### config.mk
export PLATFORM = sky130hd
export DESIGN_NAME = alu_sequencer_flat
export DESIGN_NICKNAME = d
export VERILOG_FILES = /design/src/rtl/alu_sequencer_if.sv /design/src/rtl/alu_sequencer.sv /design/src/flat_wrapper.sv
export SDC_FILE = /design/constraint.sdc
export NUM_CORES = 1
export LEC_CHECK = 0
export ABC_AREA = 1
export ABC_CLOCK_PERIOD_IN_PS = 5900
export BUFFER_PORTS_ARGS = -buffer_cell sky130_fd_sc_hd__buf_4
export CORE_MARGIN = 2
export CORE_UTILIZATION = 40
export DETAILED_ROUTE_END_ITERATION = 10
export PLACE_DENSITY_LB_ADDON = 0.12
export SYNTH_ARGS = -nofsm -noshare
export SYNTH_HDL_FRONTEND = slang
export SYNTH_SLANG_ARGS = --single-unit
### constraint.sdc
create_clock -name clk -period 5.9 [get_ports clk]
set_clock_uncertainty 0.15 [all_clocks]
set_input_delay 0.885 -clock clk [delete_from_list [all_inputs] [get_ports clk]]
set_output_delay 0.885 -clock clk [all_outputs]
set_load 0.03 [all_outputs]
### src/rtl/alu_sequencer_if.sv
// Command, response and ALU-drive bundle for alu_sequencer.
// slave is the sequencer side, master the command source / ALU side.
interface alu_sequencer_if #(
    parameter int DW = 8,
    parameter int AW = 2
);
    logic          cmd_valid;
    logic          cmd_ready;
    logic [1:0]    cmd_op;
    logic [1:0]    cmd_fs;
    logic [AW-1:0] cmd_rd;
    logic [AW-1:0] cmd_ra;
    logic [AW-1:0] cmd_rb;
    logic [DW-1:0] cmd_imm;

    logic [DW-1:0] alu_a;
    logic [DW-1:0] alu_b;
    logic [1:0]    alu_fs;
    logic [DW-1:0] alu_y;
    logic [3:0]    alu_flag;

    logic          rsp_valid;
    logic          rsp_ready;
    logic [DW-1:0] rsp_data;
    logic [3:0]    flags;
    logic          busy;

    modport slave (
        input  cmd_valid, cmd_op, cmd_fs,
        input  cmd_rd, cmd_ra, cmd_rb, cmd_imm,
        output cmd_ready,
        output alu_a, alu_b, alu_fs,
        input  alu_y, alu_flag,
        output rsp_valid, rsp_data,
        input  rsp_ready,
        output flags, busy
    );

    modport master (
        output cmd_valid, cmd_op, cmd_fs,
        output cmd_rd, cmd_ra, cmd_rb, cmd_imm,
        input  cmd_ready,
        input  alu_a, alu_b, alu_fs,
        output alu_y, alu_flag,
        input  rsp_valid, rsp_data,
        output rsp_ready,
        input  flags, busy
    );
endinterface

### src/rtl/alu_sequencer.sv
// Command sequencer around an external 8-bit ALU: register file,
// operand/fs registers, write-back and a held valid/ready response.
module alu_sequencer #(
    parameter int DW       = 8,
    parameter int NREG     = 4,
    parameter int AW       = 2,
    parameter int ALU_WAIT = 0
) (
    input  logic            clk,
    input  logic            rst,
    alu_sequencer_if.slave  bus
);

    localparam logic [1:0] S_IDLE = 2'd0;
    localparam logic [1:0] S_EXEC = 2'd1;
    localparam logic [1:0] S_RESP = 2'd2;

    localparam logic [1:0] OP_NOP = 2'b00;
    localparam logic [1:0] OP_LDI = 2'b01;
    localparam logic [1:0] OP_ALU = 2'b10;
    localparam logic [1:0] OP_RD  = 2'b11;

    localparam logic [3:0] WAIT_INIT = 4'(ALU_WAIT);

    logic [1:0]    state_q, state_d;
    logic [3:0]    cnt_q, cnt_d;
    logic [AW-1:0] rd_q, rd_d;
    logic [DW-1:0] a_q, a_d;
    logic [DW-1:0] b_q, b_d;
    logic [1:0]    fs_q, fs_d;
    logic [DW-1:0] rsp_q, rsp_d;
    logic [3:0]    flags_q, flags_d;
    logic [DW-1:0] regs_q [NREG];
    logic [DW-1:0] regs_d [NREG];

    always_comb begin
        state_d = state_q;
        cnt_d   = cnt_q;
        rd_d    = rd_q;
        a_d     = a_q;
        b_d     = b_q;
        fs_d    = fs_q;
        rsp_d   = rsp_q;
        flags_d = flags_q;
        regs_d  = regs_q;
        unique case (state_q)
            S_IDLE: begin
                if (bus.cmd_valid) begin
                    unique case (bus.cmd_op)
                        OP_NOP: begin
                            rsp_d   = '0;
                            state_d = S_RESP;
                        end
                        OP_LDI: begin
                            regs_d[bus.cmd_rd] = bus.cmd_imm;
                            rsp_d   = bus.cmd_imm;
                            state_d = S_RESP;
                        end
                        // Operands are captured here, so rd==ra/rb sees the old value
                        OP_ALU: begin
                            a_d     = regs_q[bus.cmd_ra];
                            b_d     = regs_q[bus.cmd_rb];
                            fs_d    = bus.cmd_fs;
                            rd_d    = bus.cmd_rd;
                            cnt_d   = WAIT_INIT;
                            state_d = S_EXEC;
                        end
                        OP_RD: begin
                            rsp_d   = regs_q[bus.cmd_ra];
                            state_d = S_RESP;
                        end
                    endcase
                end
            end
            S_EXEC: begin
                if (cnt_q != 4'd0) begin
                    cnt_d = cnt_q - 4'd1;
                end else begin
                    regs_d[rd_q] = bus.alu_y;
                    flags_d = bus.alu_flag;
                    rsp_d   = bus.alu_y;
                    state_d = S_RESP;
                end
            end
            S_RESP: begin
                if (bus.rsp_ready) state_d = S_IDLE;
            end
            default: state_d = S_IDLE;
        endcase
    end

    always_ff @(posedge clk or posedge rst) begin
        if (rst) begin
            state_q <= S_IDLE;
            cnt_q   <= '0;
            rd_q    <= '0;
            a_q     <= '0;
            b_q     <= '0;
            fs_q    <= '0;
            rsp_q   <= '0;
            flags_q <= '0;
            for (int i = 0; i < NREG; i++) regs_q[i] <= '0;
        end else begin
            state_q <= state_d;
            cnt_q   <= cnt_d;
            rd_q    <= rd_d;
            a_q     <= a_d;
            b_q     <= b_d;
            fs_q    <= fs_d;
            rsp_q   <= rsp_d;
            flags_q <= flags_d;
            regs_q  <= regs_d;
        end
    end

    assign bus.cmd_ready = (state_q == S_IDLE);
    assign bus.busy      = (state_q != S_IDLE);
    assign bus.rsp_valid = (state_q == S_RESP);
    assign bus.rsp_data  = rsp_q;
    assign bus.flags     = flags_q;
    assign bus.alu_a     = a_q;
    assign bus.alu_b     = b_q;
    assign bus.alu_fs    = fs_q;

endmodule

### src/flat_wrapper.sv
// flat-port wrapper written by rule: the top's interface ports become plain ports
module alu_sequencer_flat 
#(
    parameter int DW       = 8,
    parameter int NREG     = 4,
    parameter int AW       = 2,
    parameter int ALU_WAIT = 0
)
  (clk, rst, bus_cmd_valid, bus_cmd_op, bus_cmd_fs, bus_cmd_rd, bus_cmd_ra, bus_cmd_rb, bus_cmd_imm, bus_cmd_ready, bus_alu_a, bus_alu_b, bus_alu_fs, bus_alu_y, bus_alu_flag, bus_rsp_valid, bus_rsp_data, bus_rsp_ready, bus_flags, bus_busy);
  alu_sequencer_if #(.DW(DW), .AW(AW)) bus_i ();
  input  logic clk;
  input  logic rst;
  input wire logic [$bits(bus_i.cmd_valid)-1:0] bus_cmd_valid;
  input wire logic [$bits(bus_i.cmd_op)-1:0] bus_cmd_op;
  input wire logic [$bits(bus_i.cmd_fs)-1:0] bus_cmd_fs;
  input wire logic [$bits(bus_i.cmd_rd)-1:0] bus_cmd_rd;
  input wire logic [$bits(bus_i.cmd_ra)-1:0] bus_cmd_ra;
  input wire logic [$bits(bus_i.cmd_rb)-1:0] bus_cmd_rb;
  input wire logic [$bits(bus_i.cmd_imm)-1:0] bus_cmd_imm;
  output wire logic [$bits(bus_i.cmd_ready)-1:0] bus_cmd_ready;
  output wire logic [$bits(bus_i.alu_a)-1:0] bus_alu_a;
  output wire logic [$bits(bus_i.alu_b)-1:0] bus_alu_b;
  output wire logic [$bits(bus_i.alu_fs)-1:0] bus_alu_fs;
  input wire logic [$bits(bus_i.alu_y)-1:0] bus_alu_y;
  input wire logic [$bits(bus_i.alu_flag)-1:0] bus_alu_flag;
  output wire logic [$bits(bus_i.rsp_valid)-1:0] bus_rsp_valid;
  output wire logic [$bits(bus_i.rsp_data)-1:0] bus_rsp_data;
  input wire logic [$bits(bus_i.rsp_ready)-1:0] bus_rsp_ready;
  output wire logic [$bits(bus_i.flags)-1:0] bus_flags;
  output wire logic [$bits(bus_i.busy)-1:0] bus_busy;
  assign bus_i.cmd_valid = bus_cmd_valid;
  assign bus_i.cmd_op = bus_cmd_op;
  assign bus_i.cmd_fs = bus_cmd_fs;
  assign bus_i.cmd_rd = bus_cmd_rd;
  assign bus_i.cmd_ra = bus_cmd_ra;
  assign bus_i.cmd_rb = bus_cmd_rb;
  assign bus_i.cmd_imm = bus_cmd_imm;
  assign bus_cmd_ready = bus_i.cmd_ready;
  assign bus_alu_a = bus_i.alu_a;
  assign bus_alu_b = bus_i.alu_b;
  assign bus_alu_fs = bus_i.alu_fs;
  assign bus_i.alu_y = bus_alu_y;
  assign bus_i.alu_flag = bus_alu_flag;
  assign bus_rsp_valid = bus_i.rsp_valid;
  assign bus_rsp_data = bus_i.rsp_data;
  assign bus_i.rsp_ready = bus_rsp_ready;
  assign bus_flags = bus_i.flags;
  assign bus_busy = bus_i.busy;
  alu_sequencer #(.DW(DW), .NREG(NREG), .AW(AW), .ALU_WAIT(ALU_WAIT)) u_core (.clk(clk), .rst(rst), .bus(bus_i));
endmodule
* Yosys cells after proc, flatten, opt, wreduce, memory -nomap -nowiden
Cells that the tools add are included.
Cells by class: $add $sub $neg 1, magnitude comparators 6, equal/unequal tests 12, muxes and demuxes 29, bitwise logic cells 5, reduce and logical (&&, ||, !) cells 14
Operators by type and width (number):
- 32-bit two-way mux | 3
- 32-bit bitwise mux | 2
- 8-bit two-way mux | 8
- 32-bit case mux with 2 select lines | 1
- 8-bit binary-select mux with 2-bit select | 2
- 8-bit demux with 2-bit select | 2
- 8-bit case mux with 3 select lines | 1
- 8-bit case mux with 2 select lines | 1
- 3-bit >= comparator, second input constant | 4
- 4-bit two-way mux | 3
- 2-bit inverter with 3-bit output | 4
- 4-bit AND reduction | 3
- 2-bit by 1-bit != test with 1-bit output, second input constant | 4
- 4-bit case mux with 2 select lines | 1
- 2-bit == test, second input constant | 3
- 3-bit by 1-bit < comparator with 1-bit output, second input constant | 2
- 2-bit two-way mux | 3
- 2-bit case mux with 3 select lines | 1
- 3-bit AND reduction | 2
- 2-bit by 1-bit == test with 1-bit output, second input constant | 2
- 2-bit logical NOT | 2
- 2-bit != test, second input constant | 2
- 4-bit by 1-bit != test with 1-bit output, second input constant | 1
- 2-bit case mux with 2 select lines | 1
- 7 further kinds | 9
Word-level totals: bits in registers 70

* Depth between registers and ports, before layout
Gate-level depths: netlist of the first run.
depth after elaboration 9, gate-level depth with buffers 10, mapped depth without buffers 8

* Worst setup path after synthesis of the first run
OpenSTA, ideal clock, no wires.
path type input to register, from input port bus_cmd_rd[1], to register u_core.regs_q[24] in the netlist's numbering, library setup time 117 ps, data arrival time 1780 ps, data required time 5633 ps, path slack 3854 ps, stages on the path 6, buffers on the path 0, cell sequence nor2_1 -> nor2_1 -> nor2_8 -> nand3_4 -> nand2_1 -> nand2_1
Between the ends: longest elaborated chain between the ends 9, elaborated cells between the ends (all ways) 10, those cells by class order compare: 2; mux: 6; bitwise: 1; reduce/logical: 1
RTL lines:
- from (decl) | RTL line flat_wrapper.sv:16 | input wire logic [$bits(bus_i.cmd_rd)-1:0] bus_cmd_rd;
- 2-bit inverter with 3-bit output (implied by the code) * | RTL line alu_sequencer.sv:55 | regs_d[bus.cmd_rd] = bus.cmd_imm;
- 3-bit >= comparator (implied by the code) or 3-bit by 1-bit < comparator with 1-bit output (tied branches) | RTL line alu_sequencer.sv:55
- 1-bit logical AND (implied by the code) | RTL line alu_sequencer.sv:55
- 8-bit two-way mux (implied by the code) | RTL line alu_sequencer.sv:55
- 8-bit demux with 2-bit select * | RTL line alu_sequencer.sv:55
- 32-bit bitwise mux * | RTL line alu_sequencer.sv:55
- 32-bit two-way mux * | RTL line alu_sequencer.sv:49 | unique case (bus.cmd_op)
- 32-bit two-way mux * | RTL line alu_sequencer.sv:48 | if (bus.cmd_valid) begin
- 32-bit case mux with 2 select lines * | RTL line alu_sequencer.sv:46 | unique case (state_q)
- to (signal assigned) | RTL line alu_sequencer.sv:112 | regs_q <= regs_d;
- to (decl) | RTL line alu_sequencer.sv:33 | logic [DW-1:0] regs_q [NREG];
Mark *: on every way between the ends. The rest lies on a longest branch, timed or not. The select of a mux whose other input is x is not followed. A chain may end at the register's enable or synchronous reset.

* Final worst setup path of the first run
from input port bus_cmd_op[1], to register u_core.regs_q[3] in the netlist's numbering
Between the ends: longest elaborated chain between the ends 3
RTL lines:
- from (decl) | RTL line flat_wrapper.sv:14 | input wire logic [$bits(bus_i.cmd_op)-1:0] bus_cmd_op;
- 2-bit by 1-bit == test with 1-bit output | RTL line alu_sequencer.sv:49
- 2-bit by 1-bit != test with 1-bit output (no line)
- 4-bit AND reduction (no line)
Every way passes these cells.

==> impl_metrics.ini, run 1 <==
[sta]
fmax_mhz = 377
finalCriticalPeriod_ns = 2.65
setup_violations = 0
fin_crit_sh_pct = 44.9
rsz0062_at_grt = false
hold_ws_ns = 0.332
hold_violations = 0
setup_tns_ns = 0
max-slew-margin-rel_pct = 22.2
worst_pin_slew_ns = 1.17
drv_slew = 0

[critical_path]
crit_family = simple AND/OR/NAND/NOR gates
worstSetupPathType = input port to flop
cp_cell_sequence = buf_4, inv_1, nand2_1, nand2_1, nand2_1, nor2_2, nand3_1, nand2_1
critical_path_cell_count = 8
reg2reg_slack_ns = 3.27
worstPathRequired_ns = 6.04
crit_path_end_kind = flop
worstSetupStartpointType = input port
critical_path_arrival_ns = 2.79
path_max_fanout = 32
worst_path_max_delay_cell = nor2_2
path_common_cell = nand2_1
path_buf_inv = 2
critPathMaxStageDelay_ns = 0.87
reg2regPathDepth = 8
regToRegEndpoint = u_core.regs_q[3]
rr_startpoint = u_core.cnt_q[0]

[synth]
synth_cells = 621
yosys.area_share.simple_pct = 44.3
synth_compound_area_share_pct = 5.69
ys_ff_latch = 70
synth_top_family_by_area = simple AND/OR/NAND/NOR gates
synth_area_per_cell_sq_um = 6.59
synthesis.nets = 657
yosysWarnings = 0
seq_area_frac_synth_pct = 42.8
synth_cell_types = 25
synth_top_area_share_pct = 42.8
synth_top_area_cell = dfrtp_1
synthAdderAreaFrac_pct = 0.612
synth_xor_xnor_area_share_pct = 0.214
synthTopCellsByArea = dfrtp_1 (43%), nand2_1 (28%), nand3_1 (7.8%)
synth_mux_area_share_pct = 0
netlist_area_sq_um = 4090

[power_and_ir_drop]
ir_worst_vdd_mv = 0.209
p_per_area_nw_per_um2 = 459
leakagePower_nw = 2.78

[cells_and_area]
layout.area.seq_sq_um = 1750
syn_to_final_growth_pct = 19.4
fin_area_sq_um = 4890
antennaDiodeCount = 0
multi_input_area_sq_um = 2080
final_util_pct = 49.5
final_nets = 722
fillers = 1025
drive_above_1_share_pct = 16.8

[routing]
dr.pass1.iters = 5
viasPerCell = 5.01
drt_iter0_markers = 293
route.detailed.drc = 0
wirelength_um = 12400
ant_nets = 0
num_vias = 4124
wl_per_cell_um = 15.0

[floorplan]
num_rows = 36
dieWidth_um = 105
die_area_sq_um = 11100
ios = 67
start_util_pct = 41.5
die_h_um = 105
coreArea_sq_um = 9860

[cts]
clkTransAtPathRegs_ns = 0.08
h-tree-depth = 3
cts_sinks = 70
cts_tree = built
cts.repair.resized = 0
cts_buffers = 9
root_buffer = clkbuf_8
cts_max_path_buffers = 2
clk_latency_ns = 0.35
cts_hold_buf = 0
post_cts_buffers = 0

[global_routing]
grt_pass1_vias = 3945
overflow = 0
grt_antenna_before_repair = 0
track_usage_pct = 22.9
grt_max_degree = 71
grt_first_pass_wirelength_um = 19800

[min_path]
worstHoldPathCells = 2
hold_class = flop to flop
whs_endpoint = u_core.bus.alu_b[7]
min-delay-start = u_core.bus.alu_b[7]

[job]
maxCapViolations = 0

[place]
place_area_sq_um = 4700
io_buffers = 66
place_congestion = 0.901
dp_hpwl_um = 9230

[run_status]
status = complete, no violations
[per-layer routing]
layer / up-vias / routed length, um / track usage (%)
li1: 2068 / - / -
met1: 1875 / 5550 / 30.8
met2: 152 / 5640 / 36.0
met3: 29 / 757 / 3.99
met4: 0 / 421 / 10.8
met5: - / 0 / 0
[how the worst max path moves through the flow]
stage	startpoint	end
final	bus_cmd_op[1]	u_core.regs_q[3]
after global routing	bus_cmd_op[1]	u_core.regs_q[1]
after CTS	u_core.cnt_q[0]	u_core.regs_q[3]
after detailed placement	bus_cmd_op[1]	u_core.regs_q[3]
after global placement	bus_cmd_op[1]	u_core.regs_q[3]
after floorplan	rst	u_core.bus.alu_a[0]
[worst min-delay path, cell delays in order, from the launching register on]
cell     delay (ns)
dfrtp_1        0.35
nand2_1        0.05
nand2_1        0.05
[logic make-up (layout without fill, tap and decap cells)]
group           count (synthesis)  count (layout)
buf+inv                        65             134
xor+xnor                        1               1
simple gates                  439             439
flops                          70              70
compound gates                 44              44
fa+ha+maj                       2               2
[state kept, by name, summed over array words and instances (netlist names)]
name                 count
u_core.regs_q           32
u_core.bus.alu_a         8
u_core.bus.alu_fs        2
u_core.bus.alu_b         8
u_core.rd_q              2
u_core.state_q           2
u_core.cnt_q             4
u_core.bus.rsp_data      8
u_core.bus.flags         4
[report_power, final]
group          switching [mW]  internal [mW]  total [mW]  leakage (nW)
Combinational           0.660          0.330       0.990          1.76
Sequential              0.174          0.689       0.863         0.926
Clock                   0.198          0.192       0.390        0.0911
[cell type report]
cell class	count	area share (%)
Sequential cell	70	35.8
Multi-Input combinational cell	486	42.5
Inverter	51	3.92
Timing Repair Buffer	68	10.4
Tap cell	133	3.41
Clock buffer	9	2.53
Clock inverter	6	1.31
[metrics by stage]
stage | power [mW] | setup slack [ns] | std cells
floorplan | 1.50 | 3.10 | 621
global placement | 1.84 | 2.97 | 808
detailed placement | 1.86 | 2.97 | 808
CTS | 2.26 | 3.29 | 823
global route | 2.41 | 3.06 | 823
finish | 2.24 | 3.25 | 823
[Yosys cell counts (all sizes together)]
cell / n
inv: 50
nor2: 56
buf: 6
clkinv: 1
o22ai: 8
clkbuf: 8
o21ai: 35
xnor2: 1
o31ai: 1
nand4: 1
dfrtp: 70
nand3: 67
or2: 1
ha: 2
nand2: 314
[layout by cell type (no fill, tap or decap), types with 2 or more instances in the layout]
master / count
inv_1: 34
clkbuf_8: 9
buf_4: 68
nand3_2: 2
ha_1: 2
o22ai_1: 8
nor2_2: 3
inv_2: 16
nand2_1: 305
clkinv_2: 2
nand2_2: 9
nand3_1: 64
dfrtp_1: 70
nor2_1: 51
o21ai_0: 34
clkinvlp_4: 2
Note: power is estimated with default switching activity, not from simulation.
==> run 2: changes to the inputs <==
- ABC_CLOCK_PERIOD_IN_PS: 5900 -> 2500
- clock period: 5.9 -> 2.5 ns (I/O delays scaled with it)
==> impl_metrics.ini, run 2 (synthesized netlist as in run 1, its figures left out) <==
[floorplan]
ios = 67
coreArea_sq_um = 9860
start_util_pct = 41.5
dieWidth_um = 105
num_rows = 36
die_area_sq_um = 11100
die_h_um = 105

[cells_and_area]
multi_input_area_sq_um = 2080
syn_to_final_growth_pct = 23.1
layout.area.seq_sq_um = 1750
final_nets = 729
final_common_cell = nand2_1
drive_above_1_share_pct = 17.6
layout_common_cells = nand2_1 (305), buf_4 (73), dfrtp_1 (70), nand3_1 (64), nor2_1 (51)
fin_area_sq_um = 5040
largest_reg_flops = 32
fillers = 1014
largest-register = u_core.regs_q
antennaDiodeCount = 0
fin_cells = 831

[sta]
setup_slack_ns = 0.555
rsz0062_at_grt = false
finalCriticalPeriod_ns = 1.95
fin_crit_sh_pct = 77.8
worst_pin_slew_ns = 0.640
drv_slew = 0
max-slew-margin-rel_pct = 57.2
fmax_mhz = 514
hold_violations = 0
setup_violations = 0
setup_tns_ns = 0

[critical_path]
worstPathRequired_ns = 2.64
critPathMaxStageDelay_ns = 0.40
crit_family = simple AND/OR/NAND/NOR gates
crit_path_end_kind = flop
path_max_fanout = 32
cp_cell_sequence = inv_1, ha_1, nand2_1, nand2_2, inv_2, nor2_2, buf_4, nand3_1, nand2_1
worst_path_max_delay_cell = dfrtp_1
path_common_cell = nand2_1
worstSetupPathType = flop to flop
path_buf_inv = 3
worstSetupStartpointType = flop
critical_path_arrival_ns = 2.08

[power_and_ir_drop]
p_per_area_nw_per_um2 = 1130
leakagePower_nw = 2.85
ir_worst_vdd_mv = 0.631

[place]
io_buffers = 66
place_inst = 814
post-place-ws_ns = 0.600
dp_hpwl_um = 9340
place_area_sq_um = 4760
place_congestion = 0.890

[cts]
cts_max_path_buffers = 2
cts_tree = built
cts_buffers = 9
h-tree-depth = 3
root_buffer = clkbuf_8
cts.repair.resized = 0
cts_sinks = 70
clkTransAtPathRegs_ns = 0.08
clk_latency_ns = 0.36

[global_routing]
track_usage_pct = 23.6
grt_pass1_vias = 3953
grt_antenna_before_repair = 0
grt_max_degree = 71
overflow = 0
grt_first_pass_wirelength_um = 20300

[routing]
route.detailed.drc = 0
viasPerCell = 5.04
dr.pass1.iters = 5
drt_iter0_markers = 329
num_vias = 4188
wirelength_um = 12400
wl_per_cell_um = 15.0
ant_nets = 0

[min_path]
hold_class = input port to flop

[run_status]
status = complete, no violations

[job]
maxCapViolations = 0
[run 2: worst register-to-register path, cell delays in order, from the launching register on]
cell	delay, ns
dfrtp_1	0.40
inv_1	0.13
ha_1	0.21
nand2_1	0.07
nand2_2	0.21
inv_2	0.05
nor2_2	0.09
buf_4	0.29
nand3_1	0.18
nand2_1	0.10
[run 2: layout make-up]
cell class / instances / share of cell area [%]
tap: 133 / 3.30
timing repair buffer: 75 / 11.5
clock buffer: 9 / 2.46
sequential: 70 / 34.8
clock inverter: 7 / 2.88
inverter: 51 / 3.80
multi-input combinational: 486 / 41.3
[run 2: metal layers]
layer / up-vias / routed length (um) / GRT usage [%]
met5: - / 0 / 0
met1: 1961 / 5780 / 32.3
li1: 2086 / - / -
met4: 0 / 233 / 6.76
met3: 16 / 621 / 3.87
met2: 125 / 5790 / 38.4
[run 2: path summary, 6_finish.rpt]
path	slack [ns]	cells past startpoint	from	end
setup / recovery	0.55	9	u_core.cnt_q[0]	u_core.regs_q[7]
hold / removal	0.04	2	bus_rsp_ready	u_core.state_q[1]
setup reg to reg	0.55	9	u_core.cnt_q[0]	u_core.regs_q[7]
hold reg to reg	0.34	2	u_core.bus.alu_fs[1]	u_core.bus.alu_fs[1]
max in group asynchronous	1.39	4	rst	u_core.regs_q[25]
min in group asynchronous	0.49	4	rst	u_core.bus.rsp_data[7]
[run 2: report_power, final]
part	internal [mW]	switching (mW)	leakage, nW
combinational	0.810	1.56	1.80
clock	0.769	0.493	0.130
sequential	1.62	0.433	0.926
[run 2: timing repair]
item                                   in CTS  in global routing
hold buffers                                1                  0
endpoints found under the hold margin      70                  0
buffers inserted                            0                  0
[run 2: metrics by stage]
step	total power, mW	hold WS, ns	util (%)
final	5.69	0.0412	51.1
after global routing	6.08	0.0337	51.1
after CTS	5.70	0.0294	51.1
after detailed placement	4.44	0.318	48.2
after global placement	4.39	0.314	48.2
after floorplan	3.54	0.303	-
